$ cat src/rtl/vend_if.sv
// Vending machine coin/cancel inputs and status outputs.
//   master: drives coin_f/coin_h/coin_p/cancel and observes the status outputs.
//   slave : the vending FSM; samples the sensors and drives state, credit,
//           dispense, refund, refund_amt and coin_reject.
interface vend_if;
    logic       coin_f;       // farthing sensor (1 farthing), async level
    logic       coin_h;       // ha'penny sensor (2 farthings), async level
    logic       coin_p;       // penny sensor (4 farthings), async level
    logic       cancel;       // cancel button, async level
    logic [3:0] state;        // registered state code
    logic [1:0] credit;       // accumulated credit in farthings
    logic       dispense;     // item being vended
    logic       refund;       // credit being returned
    logic [1:0] refund_amt;   // farthings returned while refund is high
    logic       coin_reject;  // one-cycle pulse on a discarded event

    modport master (
        output coin_f, coin_h, coin_p, cancel,
        input  state, credit, dispense, refund, refund_amt, coin_reject
    );

    modport slave (
        input  coin_f, coin_h, coin_p, cancel,
        output state, credit, dispense, refund, refund_amt, coin_reject
    );
endinterface

$ cat src/rtl/vend_fsm.sv
// Coin-operated vending FSM. Item price is one penny (4 farthings); coins of
// 1, 2 and 4 farthings are accepted, credit up to 3 farthings is accumulated,
// overpayment is vended with change encoded in the state code, and cancel
// refunds the accumulated credit. Vend and refund states are held for
// HOLD_CYCLES clocks before returning to zero credit.
//
// Ports:
//   clk     - system clock, rising edge
//   reset_n - asynchronous active-low reset
//   bus     - vend_if slave: async coin/cancel sensors in, registered status out
module vend_fsm #(
    parameter int unsigned HOLD_CYCLES = 50000000
) (
    input logic   clk,
    input logic   reset_n,
    vend_if.slave bus
);

    localparam int unsigned       HoldW    = $clog2(HOLD_CYCLES);
    localparam logic [HoldW-1:0]  HoldLast = HoldW'(HOLD_CYCLES - 1);

    typedef enum logic [3:0] {
        StCredit0 = 4'd0,
        StCredit1 = 4'd1,
        StCredit2 = 4'd2,
        StCredit3 = 4'd3,
        StVend    = 4'd4,  // exact payment
        StRefund  = 4'd5,
        StVendF   = 4'd6,  // change: one farthing
        StVendH   = 4'd7,  // change: ha'penny
        StVendHf  = 4'd8   // change: ha'penny + farthing
    } state_e;

    state_e           state_q, state_d;
    logic [HoldW-1:0] hold_q, hold_d;
    logic [1:0]       credit_q, credit_d;
    logic             dispense_q, dispense_d;
    logic             refund_q, refund_d;
    logic [1:0]       refund_amt_q, refund_amt_d;
    logic             coin_reject_q, coin_reject_d;

    // Bit order {cancel, penny, ha'penny, farthing}.
    logic [3:0] raw;
    logic [3:0] sync1_q, sync2_q, hist_q;
    logic [3:0] ev;
    logic [1:0] n_coins;
    logic [2:0] coin_val;
    logic [2:0] total;

    assign raw = {bus.cancel, bus.coin_p, bus.coin_h, bus.coin_f};

    // Synchroniser and history reset high so a level held across reset
    // release is not mistaken for a new event.
    always_ff @(posedge clk or negedge reset_n) begin
        if (!reset_n) begin
            sync1_q <= 4'hf;
            sync2_q <= 4'hf;
            hist_q  <= 4'hf;
        end else begin
            sync1_q <= raw;
            sync2_q <= sync1_q;
            hist_q  <= sync2_q;
        end
    end

    assign ev      = sync2_q & ~hist_q;
    assign n_coins = {1'b0, ev[0]} + {1'b0, ev[1]} + {1'b0, ev[2]};
    // Coin bit positions already carry binary weights 1/2/4; only meaningful
    // when exactly one coin event is present.
    assign coin_val = ev[2:0];
    assign total    = {1'b0, state_q[1:0]} + coin_val;

    // State register
    always_ff @(posedge clk or negedge reset_n) begin
        if (!reset_n) begin
            state_q       <= StCredit0;
            hold_q        <= '0;
            credit_q      <= '0;
            dispense_q    <= 1'b0;
            refund_q      <= 1'b0;
            refund_amt_q  <= '0;
            coin_reject_q <= 1'b0;
        end else begin
            state_q       <= state_d;
            hold_q        <= hold_d;
            credit_q      <= credit_d;
            dispense_q    <= dispense_d;
            refund_q      <= refund_d;
            refund_amt_q  <= refund_amt_d;
            coin_reject_q <= coin_reject_d;
        end
    end

    // Next-state logic
    always_comb begin
        state_d       = state_q;
        hold_d        = '0;
        coin_reject_d = 1'b0;
        case (state_q)
            StCredit0, StCredit1, StCredit2, StCredit3: begin
                if (ev[3]) begin
                    // Cancel wins over coins; any coins alongside are dropped.
                    coin_reject_d = (n_coins != 2'd0);
                    if (state_q != StCredit0) begin
                        state_d = StRefund;
                    end
                end else if (n_coins > 2'd1) begin
                    coin_reject_d = 1'b1;
                end else if (n_coins == 2'd1) begin
                    case (total)
                        3'd4:    state_d = StVend;
                        3'd5:    state_d = StVendF;
                        3'd6:    state_d = StVendH;
                        3'd7:    state_d = StVendHf;
                        default: state_d = state_e'({1'b0, total});
                    endcase
                end
            end
            StVend, StRefund, StVendF, StVendH, StVendHf: begin
                coin_reject_d = (n_coins != 2'd0);
                if (hold_q == HoldLast) begin
                    state_d = StCredit0;
                end else begin
                    hold_d = hold_q + HoldW'(1);
                end
            end
            default: state_d = StCredit0;  // unused codes recover to zero credit
        endcase
    end

    // Output logic: decoded from the next state so every output is registered
    // alongside the state code it belongs to.
    always_comb begin
        credit_d     = '0;
        dispense_d   = 1'b0;
        refund_d     = 1'b0;
        refund_amt_d = '0;
        case (state_d)
            StCredit0, StCredit1, StCredit2, StCredit3: begin
                credit_d = state_d[1:0];
            end
            StVend, StVendF, StVendH, StVendHf: begin
                dispense_d = 1'b1;
            end
            StRefund: begin
                refund_d = 1'b1;
                // Capture the prior credit on entry, hold it for the duration.
                refund_amt_d = (state_q == StRefund) ? refund_amt_q : state_q[1:0];
            end
            default: ;
        endcase
    end

    assign bus.state       = state_q;
    assign bus.credit      = credit_q;
    assign bus.dispense    = dispense_q;
    assign bus.refund      = refund_q;
    assign bus.refund_amt  = refund_amt_q;
    assign bus.coin_reject = coin_reject_q;

endmodule

$ cat src/flat_wrapper.sv
// flat-port wrapper written by rule: the top's interface ports become plain ports
module vend_fsm_flat 
#(
    parameter int unsigned HOLD_CYCLES = 50000000
)
  (clk, reset_n, bus_coin_f, bus_coin_h, bus_coin_p, bus_cancel, bus_state, bus_credit, bus_dispense, bus_refund, bus_refund_amt, bus_coin_reject);
  vend_if bus_i ();
  input logic clk;
  input logic reset_n;
  input wire logic [$bits(bus_i.coin_f)-1:0] bus_coin_f;
  input wire logic [$bits(bus_i.coin_h)-1:0] bus_coin_h;
  input wire logic [$bits(bus_i.coin_p)-1:0] bus_coin_p;
  input wire logic [$bits(bus_i.cancel)-1:0] bus_cancel;
  output wire logic [$bits(bus_i.state)-1:0] bus_state;
  output wire logic [$bits(bus_i.credit)-1:0] bus_credit;
  output wire logic [$bits(bus_i.dispense)-1:0] bus_dispense;
  output wire logic [$bits(bus_i.refund)-1:0] bus_refund;
  output wire logic [$bits(bus_i.refund_amt)-1:0] bus_refund_amt;
  output wire logic [$bits(bus_i.coin_reject)-1:0] bus_coin_reject;
  assign bus_i.coin_f = bus_coin_f;
  assign bus_i.coin_h = bus_coin_h;
  assign bus_i.coin_p = bus_coin_p;
  assign bus_i.cancel = bus_cancel;
  assign bus_state = bus_i.state;
  assign bus_credit = bus_i.credit;
  assign bus_dispense = bus_i.dispense;
  assign bus_refund = bus_i.refund;
  assign bus_refund_amt = bus_i.refund_amt;
  assign bus_coin_reject = bus_i.coin_reject;
  vend_fsm #(.HOLD_CYCLES(HOLD_CYCLES)) u_core (.clk(clk), .reset_n(reset_n), .bus(bus_i));
endmodule
$ cat config.mk
export PLATFORM = sky130hd
export DESIGN_NAME = vend_fsm_flat
export DESIGN_NICKNAME = d
export VERILOG_FILES = /design/src/rtl/vend_if.sv /design/src/rtl/vend_fsm.sv /design/src/flat_wrapper.sv
export SDC_FILE = /design/constraint.sdc
export NUM_CORES = 1
export LEC_CHECK = 0
export CORE_UTILIZATION = 50
export CTS_BUF_LIST = sky130_fd_sc_hd__clkbuf_8
export DETAILED_ROUTE_END_ITERATION = 10
export DONT_BUFFER_PORTS = 1
export GPL_TIMING_DRIVEN = 0
export PLACE_DENSITY_LB_ADDON = 0.2
export SLEW_MARGIN = 5
export SYNTH_ARGS = -nofsm -noshare
export SYNTH_HDL_FRONTEND = slang
export SYNTH_SLANG_ARGS = --single-unit
$ cat constraint.sdc
create_clock -name clk -period 2.92 [get_ports clk]
set_clock_uncertainty 0.2 [all_clocks]
set_input_delay 0.438 -clock clk [delete_from_list [all_inputs] [get_ports clk]]
set_output_delay 0.438 -clock clk [all_outputs]
set_load 0.01 [all_outputs]
==> flow_metrics.tcl, run 1 <==
set metrics [dict create \
    post-cts-setup-buffers 0 \
    powerDensity_nw_per_um2 690.1 \
    critPathMaxFanout 6 \
    ctsHtreeMaxLevel 2 \
    cts-root-buf "clkbuf_8" \
    crit_buf_inv 1 \
    synth_flop_cell "dfrtp_1" \
    total_power_mw 1.781 \
    fin_setup_tns_ns 0 \
    ant_nets 0 \
    crit_slowest_cell "dfstp_2" \
    finalSetupViolations 0 \
    antenna_found_initial 0 \
    num_rows 24 \
    cts_tree "yes" \
    drt_pass1_iterations 4 \
    grt_pass1_vias 1567 \
    core-area_um2 4354 \
    dp_hpwl_um 2730 \
    gp_congestion 0.7774 \
    clockBufferDepth 2 \
    crit_top_cell "nor2b_1" \
    power.leakage_nw 1.124 \
    hold_viol 0 \
    fin_crit_sh_pct 95.99 \
    pin_count 17 \
    drc 0 \
    die_h_um 69.51 \
    crit_required_ns 2.92 \
    holdCritPathClass "flop to flop" \
    synth_cells 216 \
    overflow 0 \
    end_kind "flop" \
    cpPeakStageDelay_ns 0.54 \
    clock_sinks 49 \
    critPathKind "flop to flop" \
    ys_ff_latch 49 \
    syn_area_um2 2278 \
    synth.avg_cell_area_um2 10.55 \
    cp_cell_sequence "nor2b_1 > clkbuf_1 > fa_1 > nor2b_1 > nand4_1 > mux2i_1 > a311o_2 > nor4_1" \
    final_util_pct 59.28 \
    clk_latency_ns 0.30 \
    ir_worst_vdd_mv 0.3108 \
    tightest_slew_ns 1.119 \
    ys_seq_area_share_pct 54.48 \
    worstPathArrival_ns 2.81 \
    clk_pin_slew_ns 0.09 \
    grt_max_degree 50 \
    num-fill-cells 356 \
    rsz0062_at_grt "false" \
    vias_per_cell 5.493 \
    synth_warnings 0 \
    max_freq_mhz 356.8 \
    grt_usage_pct 18.74 \
    drt_wl_total_um 4063 \
    path_delay_family "simple AND/OR/NAND/NOR gates" \
    slew-limit-headroom_pct 24.74 \
    drtIter0Drc 92 \
    synthArstFlopShare_pct 100.0 \
    cp-start-kind "flop" \
    initial_utilization_pct 52.33 \
    synth.net_count 226 \
    numCtsBuffers 5 \
    drive_gt1_share_pct 14.35 \
    portBuffers 0 \
    nNetsFinal 239 \
    wire_per_inst_um 14.41 \
    num_antenna_cells 0 \
    synth_edf_count 0 \
    grt_pass1_wl_um 7113 \
    vias 1549 \
    max-cap-violations 0 \
    yosysUniqueCellTypes 39 \
    dieWidth_um 69.51 \
    status "completed" \
    min_period_ns 2.803 \
    area_growth_pct 13.29 \
    die_area_um2 4831 \
    drv_slew 0 \
]
## worst reg2reg max path, stage by stage (launching register included)
cell	delay, ns
dfstp_2	0.54
nor2b_1	0.12
clkbuf_1	0.26
fa_1	0.51
nor2b_1	0.18
nand4_1	0.10
mux2i_1	0.09
a311o_2	0.43
nor4_1	0.29
## cell type report
type                    count  area [µm²]  area share (%)
multi-input cells         154        1010           39.12
clock inverters             3       68.82           2.666
inverters                   7       26.28           1.018
flip-flops and latches     49        1241           48.09
plain buffers               6       23.77          0.9210
repair buffers              6       77.57           3.005
clock buffers               5       68.82           2.666
well taps                  52       65.06           2.521
## final timing paths
| check | end | from | depth (start not counted) | slack [ns] |
|---|---|---|---|---|
| worst max-delay path | u_core.bus.refund_amt[1]$_DFFE_PN0P_ | u_core.sync2_q[2]$_DFF_PN1_ | 8 | 0.12 |
| worst min-delay path | u_core.sync2_q[3]$_DFF_PN1_ | u_core.sync1_q[3]$_DFF_PN1_ | 0 | 0.15 |
| worst max register to register | u_core.bus.refund_amt[1]$_DFFE_PN0P_ | u_core.sync2_q[2]$_DFF_PN1_ | 8 | 0.12 |
| worst min register to register | u_core.sync2_q[3]$_DFF_PN1_ | u_core.sync1_q[3]$_DFF_PN1_ | 0 | 0.15 |
| max in group asynchronous | u_core.sync1_q[3]$_DFF_PN1_ | reset_n | 2 | 1.80 |
| min in group asynchronous | u_core.bus.state[3]$_DFF_PN0_ | reset_n | 2 | 0.43 |
## placed cells by master, fill, tap and decap left out, types with 7 or more instances in the layout
cell type and instances:
xor2_1 18, nor2_1 34, nand3_1 14, inv_1 7, nand2_1 12, xnor2_1 8, dfstp_2 12, dfrtp_1 37
nand4_1 7
## metrics by stage
stage	instances	worst slack [ns]	area (µm²)	hold slack [ns]
floorplan	216	0.2536	2278	-0.05759
global placement	268	0.07927	2344	-0.05614
detailed placement	268	0.04868	2344	-0.05611
CTS	282	0.02507	2559	0.1536
global route	282	0.04879	2581	0.1594
finish	282	0.1172	2581	0.1516
## metal layers
layer | vias to the layer above | global-route usage [%] | routed length (µm)
li1 | 761 | - | -
met1 | 762 | 23.31 | 1848
met2 | 21 | 31.28 | 2023
met3 | 5 | 4.942 | 129
met4 | 0 | 7.029 | 62
met5 | - | 0 | 0
## power breakdown
group	total (mW)	internal, mW	switching (mW)	leakage (nW)
clock network	0.569	0.344	0.224	0.0687
logic	0.323	0.146	0.177	0.439
registers	0.889	0.775	0.114	0.616
## repair_timing
action | 4_1_cts | 5_1_grt
hold buffers | 6 | 0
hold endpoints to repair | 53 | 0
gates resized for setup | 0 | 6
endpoints found under the setup margin | 0 | 7
## cell families (layout without fill, tap and decap cells)
| kind of cell | count (synthesis) | after routing | synth area share [%] |
|---|---|---|---|
| AND/OR/NAND/NOR | 106 | 106 | 24.38 |
| flip-flops | 49 | 49 | 54.48 |
| XOR/XNOR | 26 | 26 | 9.995 |
| AO/OA/AOI/OAI | 16 | 16 | 5.218 |
| buffers and inverters | 13 | 27 | 2.197 |
| adder cells (fa/ha/maj) | 4 | 4 | 2.855 |
| multiplexers | 2 | 2 | 0.8787 |
## registers in the layout (all words and copies together), names as in the netlist
register,cells
u_core.bus.coin_reject,1
u_core.bus.credit,2
u_core.bus.dispense,1
u_core.bus.refund,1
u_core.bus.refund_amt,2
u_core.bus.state,4
u_core.hist_q,4
u_core.hold_q,26
u_core.sync1_q,4
u_core.sync2_q,4
## cell usage after synthesis, drive strengths merged (6+ instances only)
cell type | number | area, µm²
xnor2 | 8 | 70.07
nand2 | 13 | 51.30
dfrtp | 37 | 925.9
nand3 | 14 | 70.07
inv | 7 | 26.28
xor2 | 18 | 157.7
nor3 | 6 | 30.03
nor2b | 6 | 37.54
nand4 | 7 | 43.79
nor2 | 35 | 131.4
dfstp | 12 | 315.3
and3 | 7 | 45.05
Note: power is estimated with default switching activity, not from simulation.
==> run 2, diff against run 1 <==
Settings changed: SKIP_LAST_GASP from default to 1.
==> results of run 2 <==
Final layout, timing and power as in run 1 (identical DEF).
==> run 3, diff against run 2 <==
Settings changed: CTS_CLUSTER_SIZE from default to 14.
==> results of run 3 <==
Final layout, timing and power as in run 1 (identical DEF).
==> variant (config.mk and constraints of run 3) <==
`HOLD_CYCLES` is set to 50000000 in 2 places; all go to 200000000.
--- a/src/rtl/vend_fsm.sv
+++ b/src/rtl/vend_fsm.sv
@@ -10,5 +10,5 @@
 //   bus     - vend_if slave: async coin/cancel sensors in, registered status out
 module vend_fsm #(
-    parameter int unsigned HOLD_CYCLES = 50000000
+    parameter int unsigned HOLD_CYCLES = 200000000
 ) (
     input logic   clk,
--- a/src/flat_wrapper.sv
+++ b/src/flat_wrapper.sv
@@ -2,5 +2,5 @@
 module vend_fsm_flat 
 #(
-    parameter int unsigned HOLD_CYCLES = 50000000
+    parameter int unsigned HOLD_CYCLES = 200000000
 )
   (clk, reset_n, bus_coin_f, bus_coin_h, bus_coin_p, bus_cancel, bus_state, bus_credit, bus_dispense, bus_refund, bus_refund_amt, bus_coin_reject);
Check against the original RTL: same outputs for any inputs over 10 cycles, from zero or initial values and one cycle with reset_n low; that may be too few to reach the edited logic, so the function may still have changed.
==> variant against run 3 <==
  * Synthesized area up 6.2%
  * Power down 0.98%
  * Cell area up 3.2%
  * Final cell count up 0.71%
  * Setup slack better by 0.085 ns
  * Count of clock-buffer cells in the layout up 1
  * Routed wire length down 8.8%
  * Non-clock buffer count down 2
  * Sequential cell count up 2
  * Critical path type unchanged
==> variant: results <==
group,metric,value,unit
place,place_area,2480,µm²
global_route,grt_pass1_vias,1471,
finish,layout.nets,241,
pwr,comb_power_share,0.239,
pwr,power.density,662,nW/µm²
global_route,met1_usage,0.234,
global_route,grt_max_degree,52,
finish,drive_gt1_frac,0.194,
global_route,track_usage,0.168,
drt,met1_length,1.91,mm
pwr,clock_power_share,0.241,
global_route,grt_use_met2,0.251,
timing,max_freq,0.368,GHz
global_route,grt_pass1_wl,6.60,mm
place,dpl.hpwl,2.58,mm
finish,instances_no_fill,284,
drt,initialDrtViolationCount,88,
drt,num_vias,1578,
timing,max_slew.worst_pin.slew,0.395,ns
synth,synth.area.top_cells,"dfrtp_1, dfstp_2, xor2_1",
pwr,leakagePower,1.18,nW
synth,ys_types,51,
synth,syn_nets,228,
synth,synthTopCellsByCount,"dfrtp_1, nor2_1, xor2_1",
place,dp.cells,270,
drt,wl,3.71,mm
run_status,status,"finished, final reports clean",
==> variant: changes by cell type after synthesis, moves of 3 or more <==
cell / before / now
buf_4: 0 / 3
clkbuf_1: 5 / 1
nand3_1: 14 / 8
nor2b_1: 6 / 3
nor4_1: 4 / 0
nand2_1: 12 / 15
==> variant: repair_timing <==
action | in CTS | in global routing
setup buffers | 0 | 0
endpoints found under the setup margin | 0 | 3
hold buffers | 6 | 0
resized for setup | 0 | 1
endpoints found under the hold margin | 55 | 0
==> variant: cells by family (layout without fill, tap and decap cells) <==
group / count (synthesis) / count (layout) / share of synthesized area
flip-flops: 51 / 51 / 0.534
adder cells (fa/ha/maj): 4 / 4 / 0.0269
AO/OA/AOI/OAI: 17 / 17 / 0.0533
XOR/XNOR: 27 / 27 / 0.101
AND/OR/NAND/NOR: 108 / 108 / 0.261
multiplexers: 1 / 1 / 0.00414
buffers and inverters: 10 / 24 / 0.0202
==> variant: final timing paths <==
kind / slack (ns) / to / start
max reg2reg: 0.20 / u_core.bus.dispense / u_core.hist_q[1]
min in group asynchronous: 0.43 / u_core.bus.state[1] / reset_n
max in group asynchronous: 1.80 / u_core.sync2_q[3] / reset_n
max: 0.20 / u_core.bus.dispense / u_core.hist_q[1]
min reg2reg: 0.16 / u_core.sync2_q[3] / u_core.sync1_q[3]
min: 0.16 / u_core.sync2_q[3] / u_core.sync1_q[3]
==> variant: final cells by class <==
cell class                 count  area (µm²)  area share
buffer                         4        26.3     0.00987
sequential                    51        1290       0.485
tap                           52        65.1      0.0244
multi-input combinational    157        1080       0.406
inverter                       6        22.5     0.00846
clock inverter                 2        15.0     0.00564
clock buffer                   6        82.6      0.0310
timing repair buffer           6        77.6      0.0291
